--- src/rtl/extensor_imediato.sv ---
// Pipelined immediate extender (sign / zero / upper / branch) with a two-entry skid buffer.
// Define EXTENSOR_BRANCH_SHIFT_EN to make mode 11 shift the sign-extended value left by 2.
module extensor_imediato #(
  parameter int IN_W  = 16,
  parameter int OUT_W = 32
) (
  input  logic             clk,
  input  logic             rst_n,
  input  logic             in_valid,
  output logic             in_ready,
  input  logic [IN_W-1:0]  in_data,
  input  logic [1:0]       in_mode,
  output logic             out_valid,
  input  logic             out_ready,
  output logic [OUT_W-1:0] out_data,
  output logic [1:0]       out_mode
);

  localparam int PAD_W = OUT_W - IN_W;

  // Occupancy of the main (M) and skid (S) registers; S is only ever full when M is.
  typedef enum logic [1:0] {
    EMPTY = 2'b00,
    ONE   = 2'b01,
    FULL  = 2'b11
  } state_e;

  state_e           state_q, state_d;
  logic [OUT_W-1:0] mData_q, mData_d;
  logic [OUT_W-1:0] sData_q, sData_d;
  logic [1:0]       mMode_q, mMode_d;
  logic [1:0]       sMode_q, sMode_d;

  logic [OUT_W-1:0] sextVal;
  logic [OUT_W-1:0] extVal;
  logic             inFire;
  logic             outFire;

  // The word is extended once at acceptance so both registers hold final results.
  always_comb begin
    sextVal = {{PAD_W{in_data[IN_W-1]}}, in_data};
    extVal  = sextVal;
    case (in_mode)
      2'b00:   extVal = sextVal;
      2'b01:   extVal = {{PAD_W{1'b0}}, in_data};
      2'b10:   extVal = {in_data, {PAD_W{1'b0}}};
      2'b11: begin
`ifdef EXTENSOR_BRANCH_SHIFT_EN
        extVal = {sextVal[OUT_W-3:0], 2'b00};
`else
        extVal = sextVal;
`endif
      end
      default: extVal = sextVal;
    endcase
  end

  assign in_ready  = (state_q != FULL);
  assign out_valid = (state_q != EMPTY);
  assign out_data  = mData_q;
  assign out_mode  = mMode_q;

  assign inFire  = in_valid && in_ready;
  assign outFire = out_valid && out_ready;

  always_comb begin
    state_d = state_q;
    mData_d = mData_q;
    mMode_d = mMode_q;
    sData_d = sData_q;
    sMode_d = sMode_q;
    case (state_q)
      EMPTY: begin
        if (inFire) begin
          mData_d = extVal;
          mMode_d = in_mode;
          state_d = ONE;
        end
      end
      ONE: begin
        if (inFire && outFire) begin
          mData_d = extVal;
          mMode_d = in_mode;
        end else if (inFire) begin
          // Consumer stalled: park the new word behind the one on the outputs.
          sData_d = extVal;
          sMode_d = in_mode;
          state_d = FULL;
        end else if (outFire) begin
          state_d = EMPTY;
        end
      end
      FULL: begin
        if (outFire) begin
          mData_d = sData_q;
          mMode_d = sMode_q;
          state_d = ONE;
        end
      end
      default: state_d = EMPTY;
    endcase
  end

  always_ff @(posedge clk) begin
    if (!rst_n) begin
      state_q <= EMPTY;
      mData_q <= '0;
      mMode_q <= 2'b00;
      sData_q <= '0;
      sMode_q <= 2'b00;
    end else begin
      state_q <= state_d;
      mData_q <= mData_d;
      mMode_q <= mMode_d;
      sData_q <= sData_d;
      sMode_q <= sMode_d;
    end
  end

endmodule

--- config.mk ---
export PLATFORM = sky130hd
export DESIGN_NAME = extensor_imediato
export DESIGN_NICKNAME = d
export VERILOG_FILES = /design/src/rtl/extensor_imediato.sv
export SDC_FILE = /design/constraint.sdc
export NUM_CORES = 1
export LEC_CHECK = 0
export CORE_MARGIN = 3
export CORE_UTILIZATION = 53
export CTS_CLUSTER_DIAMETER = 30
export DETAILED_ROUTE_END_ITERATION = 10
export PLACE_DENSITY = 0.76
export SLEW_MARGIN = 25
export SYNTH_ARGS = -nofsm -noshare
export SYNTH_HDL_FRONTEND = slang
export SYNTH_SLANG_ARGS = --single-unit
export TNS_END_PERCENT = 100
--- constraint.sdc ---
create_clock -name clk -period 2.4 [get_ports clk]
set_clock_uncertainty 0.2 [all_clocks]
set_input_delay 0.24 -clock clk [delete_from_list [all_inputs] [get_ports clk]]
set_output_delay 0.24 -clock clk [all_outputs]
set_load 0.05 [all_outputs]
==> Yosys cells after proc, flatten, opt, wreduce, memory -nomap -nowiden <==
Cells that the tools add are included.
{ "classes": {"n_eq_ne": 11, "n_mux": 15, "bitwise_logic": 1, "reduce_logical": 11} }
{ "ops": {"columns": ["operator", "count"], "rows": [
  ["32-bit one-hot mux with 3 select lines", 2],
  ["32-bit two-way mux", 3],
  ["2-bit two-way mux", 8],
  ["2-bit one-hot mux with 3 select lines", 2],
  ["2-bit inequality test, second input constant", 5],
  ["4-bit AND reduction", 2],
  ["2-bit equality test, second input constant", 3],
  ["2-bit by 1-bit equality test with 1-bit output, second input constant", 2],
  ["2-bit logical NOT", 2],
  ["1-bit logical AND", 3],
  ["3-bit inequality test, second input constant", 1],
  ["3-bit AND reduction", 1],
  ["3-bit nonzero test", 1],
  ["2-bit nonzero test", 1],
  ["2-bit OR reduction", 1],
  ["1-bit NOT", 1]
]} }
{ "totals": {"regBits": 70, "input_bits": 22, "output_inout_bits": 36, "wordCells": 43} }

==> Depth between registers and ports, before layout <==
{ "depth": {"word_depth": 6, "depth_mapped": 9, "depth_no_buf": 6} }

==> Worst setup path after synthesis <==
Ideal clock, no wire load.
{ "synth_path": {"path_kind": "reg2reg", "startpoint": "register state_q[0]", "endpoint": "register mData_q[10] (netlist: out_data[10])", "setup_time_ps": 125, "arrival_time_ps": 1768, "t_required_ps": 2075, "slack_ps": 308, "stages_incl_launch_ff": 7, "path_buffers": 1, "period_less_slack_ps": 2092, "path_cell_list": "dfxtp_1 inv_1 ha_1 or4b_4 a21boi_4 buf_6 mux2i_1"} }
{ "synth_between": {"elab_chain_len": 5, "word_cells_on_any_way": 14, "cone_classes": "eq/ne (6); mux (1); reduce/logical (7)"} }
{ "synth_rtl": {"columns": ["element", "line", "text"], "rows": [
  ["start: declaration", "28", "state_e state_q, state_d;"],
  ["start signal: assignment", "112", "state_q <= state_d;"],
  ["2-bit inequality test / 2-bit nonzero test (equally long branches)", "58, 59", null],
  ["1-bit logical AND (on tied branches)", "63, 64", null],
  ["1-bit logical AND", "81", "if (inFire && outFire) begin"],
  ["2-bit inequality test (no source line)", null, null],
  ["4-bit AND reduction (no source line)", null, null],
  ["end signal: assignment", "113", "mData_q <= mData_d;"],
  ["end: declaration", "29", "logic [OUT_W-1:0] mData_q, mData_d;"]
]} }
Several ways; a longest one is shown, not always the timed one.
A chain may end at the register's enable or synchronous reset.

==> Final worst setup path <==
{ "layout_path": {"startpoint": "register state_q[0]", "endpoint": "register mData_q[25] (netlist: out_data[25])"} }
The elaborated chain is that of the path after synthesis.

==> results <==
- The flow ran to the end, and the final reports show no timing, DRC or antenna violations.
- The met3 wire length is 407 um.
- Before antenna repair, the detailed router went through 4 iterations.
- Of the total power, registers draw 31.6%.
- The CTS tree is yes.
- Setup repair after global routing left no endpoint under its margin.
- In this run the worst hold path is classified as in2reg.
- 58 I/O pins were placed.
- Headroom to the max-slew limit came out at 60.34%.
- The die footprint is 0.007612 mm2.
- The routed layout has 3066 vias.
- Derived from the worst setup path, the maximum achievable clock frequency is 0.4416 GHz.
- After layout, the design draws a total of 0.004736 W.
- The share of the yosys chip area belonging to registers is 40.06%.
- The kind of start point of the critical path is a register.
- Dividing the final minimum period by the clock period gives 94.36%.
- The per-instance average area after synthesis is 8.450 um2.
- At the pin with the least slew margin, the transition time is 0.5950 ns.
- The routed design has 8.358 mm of wire.
- Traced cell by cell, the critical path runs through inv_1 -> ha_1 -> or4b_4 -> a21boi_4 -> buf_12 -> mux2i_1.
- The clock sink count is 70.
- The first-pass GRT wire length is 13.92 mm.
- The post-layout minimum cycle time is 2.265 ns.
- The count of inserted antenna diode cells is 0.
- In the final routed layout, each cell accounts on average for 15.31 um.
- During placement, the flow inserted port buffers numbering 57.
- The cell with the biggest individual delay on the critical path is or4b_4.
- The worst setup path is captured at a register.
- Buffers inserted during clock tree synthesis total 9.
- Entering global routing, the biggest net connects 50 pins.
- Once detail routing completed, the nets flagged for antenna violations numbered 0.
- Of the total power, the clock network draws 21.7%.
- The number of nets in the synthesized netlist is 442.
- The synthesized netlist occupies a cell area of 0.003498 mm2.
- Setup violations remaining at the end of the flow were counted as 0.
- The count of cell types in the netlist is 36.
- The path depth of the worst reg2reg path is 6.
- Max-cap violations in this run came to 0.
- The post-layout instance count excluding filler cells is 546.
- The setup TNS after final layout is 0 ns.
- In the layout the commonest cells are nand2_1, dfxtp_1, clkdlybuf4s50_1, mux2i_1, a21boi_0.
- Cell internal power was estimated by the tool at 0.002844 W.
- The die boundary width is 87.25 um.
- CTS placed an instance of clkbuf_8 at the clock tree root.
- The relative contribution of combinational cells to total power is 46.7%.
- The effective utilization at floorplan is 56.74%.
- In this run the worst path has a maximum fanout of 19.
- The number of warnings reported in the yosys synthesis log is 0.
- The number of DRC violations after detailed-routing iteration 0 is 196.
- Together, buffers and inverters on the worst path number 2.
- The via count of the first global-routing pass was 2886.
- The proportion of register bits with asynchronous set or reset after synthesis is 0%.
- The initial antenna violation count was 0.
- The final net count is 494.
- The critical path is of the reg2reg type.
- The number of enable flip-flop cells after synthesis is 0.
- The relative area change from synthesis to final layout is 25.50%.
- Global routing consumed, over all layers together, 23.18% of the routing resources.
- The required time reported for the critical path endpoint is 2.43 ns.
- The analysis attributes to net switching a power of 0.001892 W.
- The library cell used most frequently in the layout, excluding fill and tap cells, is nand2_1.
- For this run, design rule violations remaining after detail routing come to 0.
- The total power density per cell area is 1079 mW/mm2.
- In this run the core area contains 28 standard-cell rows.
- The insertion delay to the later sink of the worst-skew pair is 0.34 ns.
- The number of slew-limit violations in the final report is 0.
- Detailed placement ended at an HPWL of 5.600 mm.
- The setup check on the worst reg-to-reg path leaves a slack of 0.14 ns.
- The floorplan step defined a core boundary enclosing 0.006166 mm2.
- The clock-pin slew on the worst setup and hold paths is 0.07 ns.
- In this run, post-CTS hold repair placed 0 buffers.
- Among all flip-flop cells after synthesis, the most frequent one is dfxtp_1.
- The hold violation total from the final report is 0.
- The worst-case clock buffer depth is 2.
- In this design, the largest share of critical-path delay is due to simple AND/OR/NAND/NOR gates.
- The worst hold path was traced through 3 stages.
- Routability-driven placement finished with a final weighted congestion of 0.8046.
- The switching part of the total is 39.95%.
- For this design the static power due to leakage is 1.765 nW.
- After technology mapping, the gate count stands at 414.
- In the routed layout, each cell is associated on average with a via count of 5.615.
- The fraction of final layout cells with drive strength greater than 1 is 9.766%.
- IR analysis of the VDD net gives a maximum drop of 0.7801 mV.
- The delay of the slowest critical-path stage is 0.60 ns.
- Signal routing reaches up to met4.
- The worst path arrival time is 2.29 ns.
- For this block, wires on met1 add up to 3.613 mm.
- The final global-route overflow total is 0.
- The number of placed instances, taps included, is 527.
- The H-tree generated during clock tree synthesis spans 3 levels.
- The cell depth of the worst setup path is 6.
- After detailed routing, the met2 layer carries 4.188 mm of wire.
- From bottom edge to top edge, the die measures 87.25 um.
- The number of synthesized register bits is 70.
## area by class of cell
cell class              instances  area (um2)
clock buffers                   9       123.9
clock inverters                 7       88.84
fillers                       520        1775
inverters                       6       22.52
multi-input cells             300        1892
flip-flops and latches         70        1401
well taps                      75       93.84
repair buffers                 79       768.2
## sequential cells by signal, summed over array words and instances (netlist names)
| register | flops |
|---|---|
| out_data | 32 |
| sData_q | 32 |
| sMode_q | 2 |
| state_q | 2 |
| out_mode | 2 |
## worst paths after layout
kind	startpoint	endpoint
worst max register to register	state_q[0]$_SDFFE_PN0P_	out_data[25]$_SDFFE_PN0P_
worst min register to register	sData_q[29]$_SDFFE_PN0P_	sData_q[29]$_SDFFE_PN0P_
worst min-delay path	rst_n	out_data[28]$_SDFFE_PN0P_
worst max-delay path	state_q[0]$_SDFFE_PN0P_	out_data[25]$_SDFFE_PN0P_
## metal layers
layer	global-route usage (%)	vias up
li1	-	1536
met1	30.00	1433
met2	37.67	84
met3	4.730	13
met4	9.344	0
met5	0	-
## power by group through the flow
stage	Combinational, W	Clock, W	Sequential, W
floorplan	0.00105	0	0.00205
global placement	0.00214	0	0.00151
detailed placement	0.00216	0	0.00152
CTS	0.00223	0.00104	0.00150
global route	0.00236	0.00110	0.00152
finish	0.00221	0.00103	0.00150
## through the flow
step	setup slack [ns]	area [um2]	utilization, %	hold WS [ns]
2_1_floorplan	0.3075	3498	-	0.1849
3_3_place_gp	0.02353	4153	67.35	0.2362
3_5_place_dp	0.002869	4153	67.35	0.2437
4_1_cts	0.02221	4388	71.16	0.2165
5_1_grt	0.02503	4390	71.21	0.2464
6_report	0.1353	4390	71.21	0.2354
## cells in the mapped netlist (2+ instances only)
library cell | count | share of area (%)
or2_2 | 2 | 0.36
o21ai_0 | 16 | 2.3
o21a_1 | 2 | 0.43
a22oi_1 | 15 | 3.2
a21oi_1 | 3 | 0.43
o211ai_1 | 17 | 3.6
nor2b_1 | 2 | 0.36
nand2_1 | 106 | 11
ha_1 | 6 | 2.1
or3_1 | 15 | 2.7
buf_2 | 10 | 1.4
inv_1 | 6 | 0.64
buf_1 | 2 | 0.21
clkbuf_1 | 21 | 2.3
dfxtp_1 | 70 | 40
nand3b_1 | 2 | 0.43
a32o_1 | 2 | 0.57
mux2i_1 | 34 | 9.7
nand2b_1 | 2 | 0.36
nand3_1 | 16 | 2.3
buf_6 | 3 | 0.97
a21boi_1 | 9 | 1.9
a21o_1 | 16 | 3.4
a21boi_0 | 25 | 5.4
## worst reg2reg max path, delay by kind of cell, from the launching register on
| family | cells | cell delay (ns) |
|---|---|---|
| buffers and inverters | 2 | 0.26 |
| flip-flops | 1 | 0.39 |
| adder cells (fa/ha/maj) | 1 | 0.38 |
| AND/OR/NAND/NOR | 1 | 0.60 |
| AO/OA/AOI/OAI | 1 | 0.19 |
| multiplexers | 1 | 0.14 |
## cells by family (layout without fill, tap and decap cells)
family | Yosys count | after routing | share of synthesized area [%]
AO/OA/AOI/OAI | 108 | 108 | 22.89
adder cells (fa/ha/maj) | 6 | 6 | 2.146
buffers and inverters | 44 | 101 | 5.866
flip-flops | 70 | 70 | 40.06
multiplexers | 34 | 34 | 9.728
AND/OR/NAND/NOR | 152 | 152 | 19.31
## timing repair
action / CTS / global route
resized for setup: 0 / 1
setup endpoints to repair: 2 / 1
setup buffers: 3 / 0
(Power assumes the default switching activity.)
